`src/rtl/dpram_stream_pkg.sv`:
```
// rtl/dpram_stream_pkg.sv - shared types and helpers for the dual-port RAM read streamer
// Contents:
//   state_t  burst engine state (IDLE, ISSUE, DRAIN)
//   clog2    counter-width helper, never returns less than 1
package dpram_stream_pkg;

  typedef enum logic [1:0] {
    IDLE  = 2'd0,
    ISSUE = 2'd1,
    DRAIN = 2'd2
  } state_t;

  function automatic int clog2(input int value);
    int r;
    r = 0;
    while ((1 << r) < value) r++;
    return (r < 1) ? 1 : r;
  endfunction

endpackage

```
`src/rtl/stream_fifo.sv`:
```
// rtl/stream_fifo.sv - small register FIFO used as the read-return buffer
// Ports:
//   clk, rst_n   clock, asynchronous active-low reset (clears pointers and count)
//   push, din    write side; push while full is taken only together with a pop
//   pop, dout    read side; dout is the head entry, valid while !empty
//   count        current occupancy (0..DEPTH)
//   full, empty  occupancy flags
module stream_fifo
  import dpram_stream_pkg::*;
#(
  parameter int WIDTH = 33,
  parameter int DEPTH = 3
) (
  input  logic                      clk,
  input  logic                      rst_n,
  input  logic                      push,
  input  logic [WIDTH-1:0]          din,
  input  logic                      pop,
  output logic [WIDTH-1:0]          dout,
  output logic [clog2(DEPTH+1)-1:0] count,
  output logic                      full,
  output logic                      empty
);

  localparam int PW = clog2(DEPTH);
  localparam int CW = clog2(DEPTH+1);

  logic [WIDTH-1:0] mem [DEPTH];
  logic [PW-1:0]    wr_ptr;
  logic [PW-1:0]    rd_ptr;
  logic             do_push;
  logic             do_pop;

  assign full    = (count == CW'(DEPTH));
  assign empty   = (count == '0);
  assign do_pop  = pop && !empty;
  // A full FIFO still accepts a push when the head leaves in the same cycle.
  assign do_push = push && (!full || do_pop);
  assign dout    = mem[rd_ptr];

  // Pointers wrap explicitly so DEPTH need not be a power of two.
  function automatic logic [PW-1:0] ptr_inc(input logic [PW-1:0] p);
    return (p == PW'(DEPTH-1)) ? '0 : p + PW'(1);
  endfunction

  always_ff @(posedge clk) begin
    if (do_push) mem[wr_ptr] <= din;
  end

  always_ff @(posedge clk or negedge rst_n) begin
    if (!rst_n) begin
      wr_ptr <= '0;
      rd_ptr <= '0;
      count  <= '0;
    end else begin
      if (do_push) wr_ptr <= ptr_inc(wr_ptr);
      if (do_pop)  rd_ptr <= ptr_inc(rd_ptr);
      case ({do_push, do_pop})
        2'b10:   count <= count + CW'(1);
        2'b01:   count <= count - CW'(1);
        default: count <= count;
      endcase
    end
  end

endmodule

```
`src/rtl/dpram_read_streamer.sv`:
```
// rtl/dpram_read_streamer.sv - burst read engine turning a RAM port into a valid/ready stream
// Ports:
//   clk, rst_n                        clock, asynchronous active-low reset
//   req_valid/req_ready/req_addr/req_len  burst request (len = words-1), accepted only in IDLE
//   ram_en/ram_addr/ram_dout          RAM read port, data returns LATENCY cycles after ram_en
//   out_valid/out_ready/out_data/out_last  return stream, last marks the final word
//   busy                              high while a burst is issuing or draining
module dpram_read_streamer
  import dpram_stream_pkg::*;
#(
  parameter  int DATA_WIDTH = 32,
  parameter  int DEPTH      = 1024,
  parameter  int LATENCY    = 1,
  parameter  int LEN_W      = 16,
  localparam int AW         = $clog2(DEPTH)
) (
  input  logic                  clk,
  input  logic                  rst_n,
  input  logic                  req_valid,
  output logic                  req_ready,
  input  logic [AW-1:0]         req_addr,
  input  logic [LEN_W-1:0]      req_len,
  output logic                  ram_en,
  output logic [AW-1:0]         ram_addr,
  input  logic [DATA_WIDTH-1:0] ram_dout,
  output logic                  out_valid,
  input  logic                  out_ready,
  output logic [DATA_WIDTH-1:0] out_data,
  output logic                  out_last,
  output logic                  busy
);

  localparam int FIFO_DEPTH = LATENCY + 2;
  localparam int IFW        = clog2(LATENCY + 1);
  localparam int FCW        = clog2(FIFO_DEPTH + 1);
  localparam int OCW        = FCW + 1;

  state_t               state;
  state_t               state_nxt;
  logic [AW-1:0]        addr;
  logic [AW-1:0]        addr_inc;
  logic [LEN_W-1:0]     remaining;
  logic [IFW-1:0]       inflight;
  logic [LATENCY-1:0]   tag_valid;
  logic [LATENCY-1:0]   tag_last;
  logic [FCW-1:0]       fifo_count;
  logic                 fifo_full;
  logic                 fifo_empty;
  logic [DATA_WIDTH:0]  fifo_dout;
  logic                 push;
  logic                 pop;
  logic [OCW-1:0]       occupancy;
  logic                 has_credit;

  assign req_ready = (state == IDLE);
  assign busy      = (state != IDLE);
  assign ram_addr  = addr;
  assign addr_inc  = (addr == AW'(DEPTH-1)) ? '0 : addr + AW'(1);

  assign out_valid = !fifo_empty;
  assign out_data  = fifo_dout[DATA_WIDTH-1:0];
  assign out_last  = fifo_dout[DATA_WIDTH];
  assign pop       = out_valid && out_ready;
  assign push      = tag_valid[LATENCY-1];

  // Every word already issued or buffered owns a FIFO slot; a pop this cycle
  // frees its slot in time for a read issued in the same cycle.
  assign occupancy  = OCW'(inflight) + OCW'(fifo_count);
  assign has_credit = occupancy < (OCW'(FIFO_DEPTH) + OCW'(pop));

  always_comb begin
    state_nxt = state;
    ram_en    = 1'b0;
    case (state)
      IDLE: begin
        if (req_valid) state_nxt = ISSUE;
      end
      ISSUE: begin
        ram_en = has_credit;
        if (has_credit && (remaining == '0)) state_nxt = DRAIN;
      end
      DRAIN: begin
        if ((inflight == '0) && fifo_empty) state_nxt = IDLE;
      end
      default: state_nxt = IDLE;
    endcase
  end

  always_ff @(posedge clk or negedge rst_n) begin
    if (!rst_n) begin
      state     <= IDLE;
      addr      <= '0;
      remaining <= '0;
      inflight  <= '0;
      tag_valid <= '0;
      tag_last  <= '0;
    end else begin
      state <= state_nxt;
      if ((state == IDLE) && req_valid) begin
        addr      <= req_addr;
        remaining <= req_len;
      end else if (ram_en) begin
        addr <= addr_inc;
        if (remaining != '0) remaining <= remaining - LEN_W'(1);
      end
      // Tags travel alongside the RAM's read pipeline so returned data is
      // recognised without the RAM reporting validity itself.
      tag_valid[0] <= ram_en;
      tag_last[0]  <= ram_en && (remaining == '0);
      for (int i = 1; i < LATENCY; i++) begin
        tag_valid[i] <= tag_valid[i-1];
        tag_last[i]  <= tag_last[i-1];
      end
      case ({ram_en, push})
        2'b10:   inflight <= inflight + IFW'(1);
        2'b01:   inflight <= inflight - IFW'(1);
        default: inflight <= inflight;
      endcase
    end
  end

  stream_fifo #(
    .WIDTH (DATA_WIDTH + 1),
    .DEPTH (FIFO_DEPTH)
  ) u_fifo (
    .clk   (clk),
    .rst_n (rst_n),
    .push  (push),
    .din   ({tag_last[LATENCY-1], ram_dout}),
    .pop   (pop),
    .dout  (fifo_dout),
    .count (fifo_count),
    .full  (fifo_full),
    .empty (fifo_empty)
  );

  a_no_overflow: assert property (@(posedge clk) disable iff (!rst_n) !(push && fifo_full));

endmodule

```
`config.mk`:
```
export PLATFORM = sky130hd
export DESIGN_NAME = dpram_read_streamer
export DESIGN_NICKNAME = d
export VERILOG_FILES = /design/src/rtl/dpram_stream_pkg.sv /design/src/rtl/stream_fifo.sv /design/src/rtl/dpram_read_streamer.sv
export SDC_FILE = /design/constraint.sdc
export NUM_CORES = 1
export LEC_CHECK = 0
export CORE_ASPECT_RATIO = 0.75
export CORE_MARGIN = 10
export CORE_UTILIZATION = 56
export DETAILED_ROUTE_END_ITERATION = 8
export HOLD_SLACK_MARGIN = 0.05
export PLACE_DENSITY = 0.9
export SLEW_MARGIN = 40
export SYNTH_ARGS = -nofsm -noshare
export SYNTH_HDL_FRONTEND = slang
export SYNTH_SLANG_ARGS = --single-unit
export TNS_END_PERCENT = 5
```
`constraint.sdc`:
```
create_clock -name clk -period 7.27 [get_ports clk]
set_input_delay 1.0905 -clock clk [delete_from_list [all_inputs] [get_ports clk]]
set_output_delay 1.0905 -clock clk [all_outputs]
set_load 0.05 [all_outputs]
```
==> reports/results.tsv, run 1 <==
metric	value	unit
grt_pass1_wl	20380	µm
drv_cap	0	
io_buffers	108	
synth_fp_nets	490	
die_area	14720	µm²
critical_path.startpoint	out_ready	
nNetsFinal	602	
final_cell_mix	108 x clkdlybuf4s50_1, 99 x edfxtp_1, 54 x o21ai_0	
clock.fmax	197.0	MHz
hp-class	flip-flop to flip-flop	
worstSetupStartpointType	input pin	
core-area	9813	µm²
synthDistinctLibCells	48	
rsz0062_at_grt	false	
hpwlAfterDp	8430	µm
setup_viol	0	
synth_area	5729	µm²
cts_tree	yes	
grt_util_all_layers	17.78	%
antenna_left	0	
ys_ff_latch	136	
drive_gt1_share	8.608	%
wirelength	12930	µm
fin_skew	0.01044	ns
worstPathArrival	3.99	ns
h-tree-depth	4	
outcome	completed	
cts.sinks	136	
start_util	58.38	%
diodes	0	
cts-root-buf	clkbuf_16	
num_vias	3877	
path_class	input pin to output port	
async_reset_ff_share	27.21	%
avgSynthCellArea	13.61	µm²
post-route-period-util	69.83	%
rows	31	
slew_violations	0	
tns	0	ns
gp_congestion	0.8411	
cp_max_fo	10	
clk_latency	0.41	ns
cts_buffer_depth	2	
grt_max_degree	70	
syn_to_final_growth	32.39	%
relSlewSlack	45.55	%
clkTransAtPathRegs	0.05	ns
yosys_warnings	0	
first_pass_iters	5	
post_cts_buffers	0	
yosysSeqAreaShare	68.05	%
antenna_found_initial	0	
finalHoldViolCount	0	
min_from	tag_last	
numCtsBuffers	17	
cts-hold-fix-buffers	0	
detail_route.drc_violations	0	
fin_crit	5.076	ns
via_per_inst	5.718	
critPathCaptureType	output port	
wl_per_cell	19.07	µm
cp.required	6.18	ns
tightest_slew	0.8123	ns
die_w	136.8	µm
grt-ovfl-total	0	
r2r-start	u_fifo.count[1]	
ys.flop_type	edfxtp_1	
cts_resized	0	
synth_cells	421	
dieHeight	107.6	µm
final_common_cell	clkdlybuf4s50_1	
synth_edf_count	99	
io-pin-count	109	
first_global_vias	3983	
first_iter_violations	341	
## through the flow
step / util, % / std cells / cell area (µm²) / hold slack, ns / setup WS, ns
finish: 77.29 / 678 / 7585 / 0.4778 / 2.194
floorplan: - / 421 / 5729 / 0.4375 / 2.939
CTS: 77.29 / 678 / 7585 / 0.4788 / 2.210
global route: 77.29 / 678 / 7585 / 0.5150 / 2.143
detailed placement: 70.81 / 646 / 6949 / 0.4611 / 2.285
global placement: 70.76 / 646 / 6944 / 0.4514 / 2.370
## cell type report
| type | count | area, µm² |
|---|---|---|
| fill | 569 | 2228 |
| clock inverter | 13 | 202.7 |
| tap | 132 | 165.2 |
| sequential | 136 | 3906 |
| inverter | 6 | 35.03 |
| timing repair buffer | 113 | 1119 |
| multi-input combinational | 259 | 1724 |
| clock buffer | 19 | 432.9 |
## synth_stat cells, types with 2 or more instances
master	instances	area [µm²]
a22oi_1	2	15.01
or2_1	2	12.51
and3_1	6	37.54
nand3_1	5	25.02
a21o_1	3	22.52
or4_1	3	22.52
ha_1	7	87.58
clkbuf_1	15	56.30
xnor2_1	4	35.03
mux2i_1	33	330.3
o211a_1	2	20.02
inv_1	5	18.77
o21ai_0	54	270.3
a21oi_1	2	10.01
and2_1	3	18.77
o211ai_1	3	22.52
edfxtp_1	99	2973
nor4_1	3	18.77
nor3b_1	9	67.56
o311ai_1	4	35.03
nand4_1	3	18.77
nor3_1	11	55.05
buf_6	2	22.52
a31oi_1	3	18.77
buf_1	2	7.510
nand2b_1	2	12.51
nand2_1	51	191.4
or2_2	2	12.51
a221o_1	11	110.1
nor2_1	12	45.04
or3_1	2	12.51
xor2_1	4	35.03
dfrtp_1	37	925.9
## routing by layer
layer / up-vias / global-route usage (%) / part of all wire (%)
met5: - / 0 / 0
li1: 1825 / - / -
met1: 1916 / 19.85 / 39
met4: 0 / 6.982 / 1.6
met3: 16 / 4.384 / 5.2
met2: 120 / 31.98 / 54
## cells by family (layout without fill, tap and decap cells)
kind of cell             after synthesis  count (layout)  synth area share [%]
flip-flops                           136             136                 68.05
AND/OR/NAND/NOR                      120             120                 11.07
AO/OA/AOI/OAI                         91              91                 10.16
multiplexers                          33              33                 5.766
buffers and inverters                 26             151                 2.206
XOR/XNOR                               8               8                 1.223
adder cells (fa/ha/maj)                7               7                 1.529
## worst paths after layout
path,slack (ns),end,depth (start not counted)
worst max-delay path,2.19,ram_en,8
worst min-delay path,0.48,u_fifo.mem[0][32],0
worst max register to register,4.16,remaining[7],10
worst min register to register,0.48,u_fifo.mem[0][32],0
max in group asynchronous,5.76,u_fifo.rd_ptr[1],2
min in group asynchronous,1.13,ram_addr[6],2
## sequential cells by signal (all words and copies together) (netlist names)
signal and count:
u_fifo.rd_ptr 2, tag_last 1, u_fifo.mem 99, remaining 16, u_fifo.wr_ptr 2, u_fifo.count 2, ram_addr 10, push 1
state 2, inflight 1
## worst max-delay path, stage by stage
cell and delay (ns):
clkdlybuf4s50_1 0.52, and2_1 0.21, inv_1 0.10, ha_1 0.33
o211a_1 0.17, or4_4 0.64, clkinv_8 0.12, clkdlybuf4s50_1 0.81
Power of run 1 is not shown: default switching activity piles up to over one toggle a cycle in this logic, so the estimate is an artifact.
==> run 2, diff against run 1 <==
--- a/config.mk
+++ b/config.mk
@@ -7,10 +7,10 @@
 export LEC_CHECK = 0
 export CORE_ASPECT_RATIO = 0.75
 export CORE_MARGIN = 10
-export CORE_UTILIZATION = 56
+export CORE_UTILIZATION = 47
 export DETAILED_ROUTE_END_ITERATION = 8
 export HOLD_SLACK_MARGIN = 0.05
-export PLACE_DENSITY = 0.9
+export PLACE_DENSITY = 0.81
 export SLEW_MARGIN = 40
 export SYNTH_ARGS = -nofsm -noshare
 export SYNTH_HDL_FRONTEND = slang
==> constraint.sdc (replaced) <==
create_clock -name clk -period 4.3 [get_ports clk]
set_input_delay 0.645 -clock clk [delete_from_list [all_inputs] [get_ports clk]]
set_output_delay 0.645 -clock clk [all_outputs]
set_load 0.05 [all_outputs]
==> run 2 against run 1 <==
- final area is 0.53% higher
- via count is 1.8% lower
- final cell count is 4.9% higher
- critical path type is now flip-flop to output port
- critical endpoint unchanged
==> reports/results.tsv, run 2 (synthesized netlist as in run 1, its figures left out) <==
metric	value	unit	change
worstPathArrival	2.87	ns	-1.12 ns
final_common_cell	clkdlybuf4s50_1		
clk_latency	0.41	ns	about the same
finalHoldViolCount	0		unchanged
syn_to_final_growth	33.09	%	
cp.required	3.65	ns	-2.53 ns
relSlewSlack	48.30	%	+2.7 points
detail_route.drc_violations	0		unchanged
wl_met2	5843	µm	-16%
worstSetupStartpointType	flip-flop		
io_buffers	108		unchanged
min_from	tag_last		
tns	0	ns	unchanged
path_class	flip-flop to output port		
rsz0062_at_grt	false		
wl_met3	809	µm	+20%
die_area	17050	µm²	+16%
post_cts_buffers	0		unchanged
start_util	48.80	%	-9.6 points
drv_cap	0		unchanged
drive_gt1_share	9.290	%	+0.68 points
outcome	completed		
cp.buffers_inverters	3		-1
grt_util_all_layers	14.53	%	-3.2 points
fin_skew	0.009294	ns	-0.001144 ns
cp_max_fo	10		unchanged
cts.sinks	136		unchanged
grt_pass1_wl	19790	µm	-2.9%
met1Wirelength	5767	µm	+13%
dieHeight	115.6	µm	+7.5%
cts_buffer_depth	2		unchanged
critical_path.startpoint	u_fifo.count[0]		
critPathCaptureType	output port		
die_w	147.5	µm	+7.8%
cts-root-buf	clkbuf_16		
hpwlAfterDp	8506	µm	+0.90%
numCtsBuffers	17		unchanged
grt_max_degree	70		unchanged
highest_layer	met4		
crit_chain	or2_2 > and2_1 > inv_1 > ha_1 > o211a_1 > or4_4 > clkinv_8 > buf_4		
cts_tree	yes		
first_pass_iters	4		-1
nFillCells	882		+55%
h-tree-depth	4		unchanged
gp_congestion	0.8555		+1.7%
r2r-start	u_fifo.count[0]		
tightest_slew	0.7721	ns	-0.04018 ns
cts-hold-fix-buffers	0		unchanged
setup_viol	0		unchanged
hp-class	flip-flop to flip-flop		
top_register	u_fifo.mem		
nNetsFinal	605		+0.50%
clock.fmax	284.8	MHz	
diodes	0		unchanged
final_cell_mix	107 x clkdlybuf4s50_1, 99 x edfxtp_1, 54 x o21ai_0		
via_per_inst	5.357		-6.3%
antenna_found_initial	0		unchanged
num_vias	3809		-1.8%
fin_crit	3.511	ns	
core-area	11740	µm²	+20%
post-route-period-util	81.65	%	
largest_register_ffs	99		unchanged
io-pin-count	109		unchanged
grt-ovfl-total	0		unchanged
cp_top_family	simple AND/OR/NAND/NOR gates		
cp_slowest_stage_delay	0.62	ns	-0.19 ns
cpMaxStageDelayCell	or4_4		
wirelength	12580	µm	-2.7%
clkTransAtPathRegs	0.06	ns	about the same
cts_resized	0		unchanged
slew_violations	0		unchanged
first_global_vias	3924		-1.5%
first_iter_violations	240		-30%
antenna_left	0		unchanged
rows	34		+9.7%
wl_per_cell	17.69	µm	-7.2%
run 2: path summary, 6_finish.rpt:
check	endpoint	slack [ns]	cells after the start
worst max-delay path	ram_en	0.79	8
worst min-delay path	u_fifo.mem[0][32]	0.46	0
worst max register to register	remaining[7]	1.27	10
worst min register to register	u_fifo.mem[0][32]	0.46	0
max in group asynchronous	u_fifo.rd_ptr[1]	3.26	2
min in group asynchronous	ram_addr[7]	0.66	2
run 2: final cells by class:
cell class | count | area [µm²] | area share (%)
Clock inverter | 11 | 151.4 | 1.986
Tap cell | 162 | 202.7 | 2.658
Sequential cell | 136 | 3904 | 51.20
Clock buffer | 21 | 450.4 | 5.907
Inverter | 6 | 35.03 | 0.4595
Multi-Input combinational cell | 259 | 1730 | 22.69
Timing Repair Buffer | 116 | 1151 | 15.10
run 2: stage by stage:
stage | hold slack [ns] | util (%) | instances | cell area, µm² | setup WS [ns]
finish | 0.4558 | 64.94 | 711 | 7625 | 0.7892
floorplan | 0.3494 | - | 421 | 5729 | 0.4142
global placement | 0.4435 | 59.74 | 679 | 7014 | 0.8921
CTS | 0.4610 | 64.89 | 711 | 7619 | 0.7653
detailed placement | 0.4507 | 59.76 | 679 | 7017 | 0.8472
global route | 0.4829 | 64.94 | 711 | 7625 | 0.6518
run 2: layer usage:
| metal | up-vias | track usage [%] |
|---|---|---|
| li1 | 1831 | - |
| met1 | 1837 | 18.02 |
| met2 | 126 | 23.38 |
| met3 | 15 | 4.753 |
| met4 | 0 | 5.599 |
| met5 | - | 0 |
Power of run 2 is left out for the same reason.
